--- config.mk ---
export PLATFORM = sky130hd
export DESIGN_NAME = uart_rx_frame_param
export DESIGN_NICKNAME = d
export VERILOG_FILES = /design/src/rtl/uart_rx_frame_param.sv
export SDC_FILE = /design/constraint.sdc
export NUM_CORES = 1
export LEC_CHECK = 0
export ABC_CLOCK_PERIOD_IN_PS = 3700
export CAP_MARGIN = 20
export CORE_MARGIN = 2
export CORE_UTILIZATION = 35
export CTS_CLUSTER_SIZE = 10
export DETAILED_ROUTE_END_ITERATION = 7
export GPL_TIMING_DRIVEN = 0
export SLEW_MARGIN = 20
export SYNTH_ARGS = -nofsm -noshare
export SYNTH_HDL_FRONTEND = slang
export SYNTH_SLANG_ARGS = --single-unit
--- constraint.sdc ---
create_clock -name baud_clk -period 3.7 [get_ports baud_clk]
set_input_delay 0.925 -clock baud_clk [delete_from_list [all_inputs] [get_ports baud_clk]]
set_output_delay 0.925 -clock baud_clk [all_outputs]
set_load 0.02 [all_outputs]
--- src/rtl/uart_rx_frame_param.sv ---
// UART receive front end: 5..MAX_DATA_BITS data bits, run-time parity/stop selection, valid/ready output.
// Optional build macro RX_MAJORITY_VOTE_EN: 2-of-3 vote over the last three synchronised samples per bit decision.
//
// state  | meaning
// IDLE   | line idle, waiting for rxs=0; frame config latched on start detection
// START  | confirming the start bit at its middle
// DATA   | shifting in data bits, LSB first
// PARITY | checking the parity bit
// STOP   | checking one or two stop bits, then delivering the frame
module uart_rx_frame_param #(
  parameter int OVERSAMPLE    = 16,
  parameter int MAX_DATA_BITS = 8
) (
  input  logic                     baud_clk,
  input  logic                     reset_n,
  input  logic                     rx_serial,
  input  logic [3:0]               cfg_data_bits,
  input  logic [1:0]               cfg_parity,
  input  logic                     cfg_two_stop,
  input  logic                     rx_ready,
  output logic                     rx_valid,
  output logic [MAX_DATA_BITS-1:0] rx_data,
  output logic                     parity_err,
  output logic                     frame_err,
  output logic                     overrun_err,
  output logic                     active_flag
);

  localparam int              SW     = $clog2(OVERSAMPLE);
  localparam logic [SW-1:0]   S_LAST = SW'(OVERSAMPLE - 1);
  localparam logic [SW-1:0]   S_MID  = SW'(OVERSAMPLE / 2 - 1);
  localparam logic [3:0]      MAX_NB = 4'(MAX_DATA_BITS);

  typedef enum logic [2:0] {IDLE, START, DATA, PARITY, STOP} state_t;

  state_t                   state;
  logic                     sync0;
  logic                     rxs;
  logic                     bit_val;
  logic [SW-1:0]            s_cnt;
  logic [3:0]               bit_cnt;
  logic [3:0]               nbits;
  logic [3:0]               cfg_nbits;
  logic [3:0]               shamt;
  logic                     par_en;
  logic                     par_odd;
  logic                     two_stop;
  logic                     par_acc;
  logic                     perr_acc;
  logic                     ferr_acc;
  logic [MAX_DATA_BITS-1:0] shreg;

  always_ff @(posedge baud_clk or negedge reset_n) begin
    if (!reset_n) begin
      sync0 <= 1'b1;
      rxs   <= 1'b1;
    end else begin
      sync0 <= rx_serial;
      rxs   <= sync0;
    end
  end

`ifdef RX_MAJORITY_VOTE_EN
  logic rxs_d1;
  logic rxs_d2;

  always_ff @(posedge baud_clk or negedge reset_n) begin
    if (!reset_n) begin
      rxs_d1 <= 1'b1;
      rxs_d2 <= 1'b1;
    end else begin
      rxs_d1 <= rxs;
      rxs_d2 <= rxs_d1;
    end
  end

  assign bit_val = (rxs & rxs_d1) | (rxs & rxs_d2) | (rxs_d1 & rxs_d2);
`else
  assign bit_val = rxs;
`endif

  always_comb begin
    if (cfg_data_bits < 4'd5)
      cfg_nbits = 4'd5;
    else if (cfg_data_bits > MAX_NB)
      cfg_nbits = MAX_NB;
    else
      cfg_nbits = cfg_data_bits;
  end

  // Bits enter at the MSB end, so a short frame ends up left-justified in shreg.
  assign shamt = MAX_NB - nbits;

  always_ff @(posedge baud_clk or negedge reset_n) begin
    if (!reset_n) begin
      state       <= IDLE;
      s_cnt       <= '0;
      bit_cnt     <= '0;
      nbits       <= '0;
      par_en      <= 1'b0;
      par_odd     <= 1'b0;
      two_stop    <= 1'b0;
      par_acc     <= 1'b0;
      perr_acc    <= 1'b0;
      ferr_acc    <= 1'b0;
      shreg       <= '0;
      rx_valid    <= 1'b0;
      rx_data     <= '0;
      parity_err  <= 1'b0;
      frame_err   <= 1'b0;
      overrun_err <= 1'b0;
      active_flag <= 1'b0;
    end else begin
      overrun_err <= 1'b0;
      if (rx_valid && rx_ready)
        rx_valid <= 1'b0;

      case (state)
        IDLE: begin
          if (!rxs) begin
            state       <= START;
            s_cnt       <= '0;
            bit_cnt     <= '0;
            active_flag <= 1'b1;
            nbits       <= cfg_nbits;
            par_en      <= (cfg_parity == 2'b01) || (cfg_parity == 2'b10);
            par_odd     <= (cfg_parity == 2'b10);
            two_stop    <= cfg_two_stop;
            shreg       <= '0;
            par_acc     <= 1'b0;
            perr_acc    <= 1'b0;
            ferr_acc    <= 1'b0;
          end
        end

        START: begin
          if (s_cnt == S_MID) begin
            s_cnt <= '0;
            if (bit_val) begin
              state       <= IDLE;
              active_flag <= 1'b0;
            end else begin
              state <= DATA;
            end
          end else begin
            s_cnt <= s_cnt + 1'b1;
          end
        end

        DATA: begin
          if (s_cnt == S_LAST) begin
            s_cnt   <= '0;
            shreg   <= {bit_val, shreg[MAX_DATA_BITS-1:1]};
            par_acc <= par_acc ^ bit_val;
            if (bit_cnt == nbits - 4'd1) begin
              bit_cnt <= '0;
              state   <= par_en ? PARITY : STOP;
            end else begin
              bit_cnt <= bit_cnt + 4'd1;
            end
          end else begin
            s_cnt <= s_cnt + 1'b1;
          end
        end

        PARITY: begin
          if (s_cnt == S_LAST) begin
            s_cnt    <= '0;
            perr_acc <= par_odd ? ~(par_acc ^ bit_val) : (par_acc ^ bit_val);
            state    <= STOP;
          end else begin
            s_cnt <= s_cnt + 1'b1;
          end
        end

        STOP: begin
          if (s_cnt == S_LAST) begin
            s_cnt <= '0;
            if (two_stop && (bit_cnt == 4'd0)) begin
              bit_cnt  <= 4'd1;
              ferr_acc <= ferr_acc | ~bit_val;
            end else begin
              // Back to IDLE at mid-stop so the next start edge is not missed.
              bit_cnt     <= '0;
              rx_data     <= shreg >> shamt;
              parity_err  <= perr_acc;
              frame_err   <= ferr_acc | ~bit_val;
              rx_valid    <= 1'b1;
              overrun_err <= rx_valid & ~rx_ready;
              active_flag <= 1'b0;
              state       <= IDLE;
            end
          end else begin
            s_cnt <= s_cnt + 1'b1;
          end
        end

        default: begin
          state       <= IDLE;
          active_flag <= 1'b0;
        end
      endcase
    end
  end

endmodule

# After elaboration in Yosys (flattened, before gate mapping)

Index checks and enable logic that the tools add are counted.

Register bits: 44
Output and inout port bits: 13
Logic and storage cells: 119

Add/subtract/negate cells: 4
Magnitude comparators: 2
Equal/unequal tests: 18
Shift-type cells: 1
Muxes and demuxes: 46
Bitwise logic cells: 8
Reductions and logical operators: 21

Operators with widths:

| cell                  | number |
|---|---|
| $mux W4               | 8 |
| $mux W3               | 8 |
| $pmux W4 S3           | 2 |
| $mux W1               | 19 |
| $ne A2 B2 Y1 const B  | 9 |
| $mux W8               | 2 |
| $pmux W8 S2           | 1 |
| $pmux W3 S5           | 1 |
| $reduce_and A3 Y1     | 3 |
| $add A4 B1 Y4 const B | 2 |
| $reduce_and A4 Y1     | 2 |
| $shr A8 B4 Y8         | 1 |
| $reduce_and A7 Y1     | 1 |
| $eq A3 B2 Y1 const B  | 2 |
| $pmux W1 S2           | 3 |
| $reduce_and A6 Y1     | 1 |
| $reduce_bool A2 Y1    | 3 |
| $reduce_bool A3 Y1    | 2 |
| $not A1 Y1            | 5 |
| $eq A4 B3 Y1 const B  | 1 |
| $eq A4 B4 Y1          | 1 |
| $eq A4 B4 Y1 const B  | 1 |
| $gt A4 B4 Y1 const B  | 1 |
| $logic_not A4 Y1      | 1 |
| 18 further kinds      | 20 |

# Logic depth before layout (Yosys ltp)

Depth after elaboration: 5
Depth in mapped cells: 8
Gate-level depth less buffers: 6

# Least setup slack after synthesis

No wires, ideal clock.

Path kind: flip-flop to flip-flop
From: register nbits[0]
To: register state[0]
Library setup time: 81 ps
Data arrival time: 1976 ps
Required time: 3619 ps
Setup slack: 1644 ps
Stages on the path, launching flop included: 8
Path buffers: 1
Path through: dfrtp_1 > buf_2 > inv_1 > ha_1 > xnor3_1 > nand3_1 > or4b_1 > o211ai_2

Longest elaborated chain between the ends: 4

Ends and longest elaborated chain:

| element                            | RTL line | text |
|---|---|---|
| start: declaration                 | 42       | `logic [3:0] nbits;` |
| start signal: assignment           | 125      | `nbits <= cfg_nbits;` |
| $sub A4 B1 Y4                      | 155      | `if (bit_cnt == nbits - 4'd1) begin` |
| $eq A4 B4 Y1                       | 155      |  |
| $ne A2 B2 Y1 (no source line)      | -        |  |
| $reduce_and A7 Y1 (no source line) | -        |  |
| end signal: assignment             | 157      | `state <= par_en ? PARITY : STOP;` |
| end: declaration                   | 36       | `state_t state;` |

No other way between the ends.
A chain may end at the register's enable or synchronous reset.

# Worst setup path in the final report

Ends and elaborated chain as after synthesis.

==> results.toml <==
[drt]
antenna_left = 0
drc = 0
vias_per_cell = 5.07
first_pass_iters = 6
dr_total_vias = 1941
drt-initial-drc-count = 110
wire_per_inst_um = 13.7
drt_wl_total_um = 5260

[die]
die-area_mm2 = 0.00769
start_util = 0.361
die_h_um = 87.7
rows = 30
ios = 24
core_mm2 = 0.00679
fp.dieW_um = 87.7

[min_path]
hp-class = "register to register"
hold_end = "bit_val"
whs_path_depth = 0
hold_start = "sync0"

[final_layout]
seq_area_mm2 = 0.00110
syn2layout_area_growth_pct = 18.2
diodes = 0
final_cells = 383
fillers = 657
layout.nets = 304
drive_gt1_frac = 0.0976
multi_input_area_mm2 = 0.00124

[synthesis]
yosysMostFrequentCell = "nand2_1"
yosys_register_bits = 44
netlist_area_mm2 = 0.00245
synth_area_per_cell_um2 = 9.58
yosysWarningCount = 0
synthFlopType = "dfrtp_1"
yosys-top-cells-count = "nand2_1, dfrtp_1, o21ai_0"
yosys-top-cells-area = "dfrtp_1, nand2_1, o21ai_0"
synth_cells = 256
synth_seq_area_share = 0.450
synthArstFlopShare = 1.00
yosys.area.top_type = "dfrtp_1"
synth_cell_types = 50
synth-edff-count = 0
synthDominantCellAreaShare = 0.429
synth_fp_nets = 273

[place]
hpwl_um = 3870
dp_cells = 376
gp_congestion = 0.823
port-buffer-count = 23

[critical_path]
cp-end-kind = "register"
reg2reg_depth = 7
worstPathRequired_ps = 3910
path_class = "register to register"
r2r_end = "state[0]"
reg2reg_setup_slack_ps = 1370
rr_startpoint = "nbits[0]"
start_kind = "register"
crit_fanout = 10
worstPathArrival_ps = 2540

[sta]
hold_viol = 0
tightest_slew_ps = 616
clock_skew_ps = 13.1
setup_tns_ps = 0
hold_ws_ps = 360
rsz0062_at_grt = "no"
fin_crit_ps = 2330
max_clock_freq_mhz = 430
maxSlewHeadroom = 0.587
finalCritPeriodShare = 0.629
slew_viol_final = 0
finalSetupViolations = 0

[cts]
clkLatencyLatePin_ps = 300
cts_resized = 0
clk_pin_slew_ps = 90
cts.htree.levels = 2
clkSinkCount = 44
cts_buffers = 5
cts_tree = "built"
cts.path.max_buffers = 2
ctsHoldBuffers = 0
cts_setup_buffers = 0
ctsRootBufferMaster = "clkbuf_8"

[status]
status = "completed"

[run]
drv_cap = 0

[power]
irDropWorstVdd_mv = 0.202
power.leakage_uw = 0.00128
power_uw = 1910
power_per_cell_area_mw_per_mm2 = 659

[grt]
grt_pass1_wl_um = 8840
gr-total-overflow = 0
grt_max_degree = 25
antenna_found_initial = 0
track_usage = 0.148
grt_pass1_vias = 1818
## critical path, cell delays in order, from the launching register on
cell and delay [ps]:
dfrtp_1 350, buf_2 240, inv_1 180, ha_1 240, xnor3_1 360, nand3_1 200
or4b_1 580, o211ai_2 90
## per-layer routing
layer,share of wire,vias to the layer above,track usage
met3,0.038,8,0.0339
li1,-,972,-
met5,0,-,0
met4,0.011,0,0.0503
met1,0.51,912,0.213
met2,0.44,49,0.217
## placed cells by master, fill, tap and decap left out, types with 3 or more instances in the layout
cell type and count:
nand2_1 43, dfrtp_1 42, o21ai_0 23, clkdlybuf4s50_1 22
inv_1 10, nor2_1 10, clkbuf_1 10, a31oi_1 9
mux2i_1 9, nand3_1 8, nand2b_1 6, nor2b_1 6
o211ai_1 6, ha_1 6, buf_2 5, and3_1 5
xnor2_1 5, clkbuf_8 5, nor3_1 4, xor2_1 4
o21a_1 3, a32o_1 3
## layout make-up
| type | count | area share |
|---|---|---|
| Timing Repair Buffer | 24 | 0.0846 |
| Clock inverter | 2 | 0.00432 |
| Multi-Input combinational cell | 187 | 0.429 |
| Clock buffer | 5 | 0.0237 |
| Tap cell | 96 | 0.0414 |
| Sequential cell | 44 | 0.381 |
| Inverter | 10 | 0.0129 |
| Buffer | 15 | 0.0237 |
## how the worst max path moves through the flow
stage,cells past startpoint,start,to
5_1_grt,7,nbits[0],state[0]
6_report,7,nbits[0],state[0]
2_1_floorplan,7,nbits[0],state[0]
3_5_place_dp,7,nbits[0],rx_data[0]
3_3_place_gp,1,reset_n,rx_valid
4_1_cts,7,nbits[0],state[0]
## sequential cells by signal, summed over array words and instances, names as in the netlist
signal       count
active_flag      1
bit_cnt          4
bit_val          1
ferr_acc         1
frame_err        1
nbits            4
overrun_err      1
par_acc          1
par_en           1
par_odd          1
parity_err       1
perr_acc         1
rx_data          8
rx_valid         1
s_cnt            4
shreg            8
state            3
sync0            1
two_stop         1
## cell families (layout without fill, tap and decap cells)
kind of cell	after synthesis	in the layout	synth area share
xor+xnor	10	10	0.0413
mux	12	12	0.0597
fa+ha+maj	6	6	0.0306
buf+inv	25	56	0.0434
flops	44	44	0.450
simple gates	96	96	0.203
compound gates	63	63	0.172
## power by group
part / internal (uW) / leakage (uW) / switching [uW] / total, uW
logic: 393 / 0.000674 / 501 / 894
clock network: 128 / 0.0000400 / 167 / 295
registers: 598 / 0.000562 / 122 / 720
total: 1120 / 0.00128 / 790 / 1910
## stage by stage
step,utilization,setup slack [ps],area (um^2)
6_report,0.427,1370,2900
5_1_grt,0.427,1210,2900
4_1_cts,0.427,1350,2900
3_5_place_dp,0.415,1410,2820
3_3_place_gp,0.413,408,2800
2_1_floorplan,-,1640,2450
No activity file was read; power rests on OpenSTA's default activity.
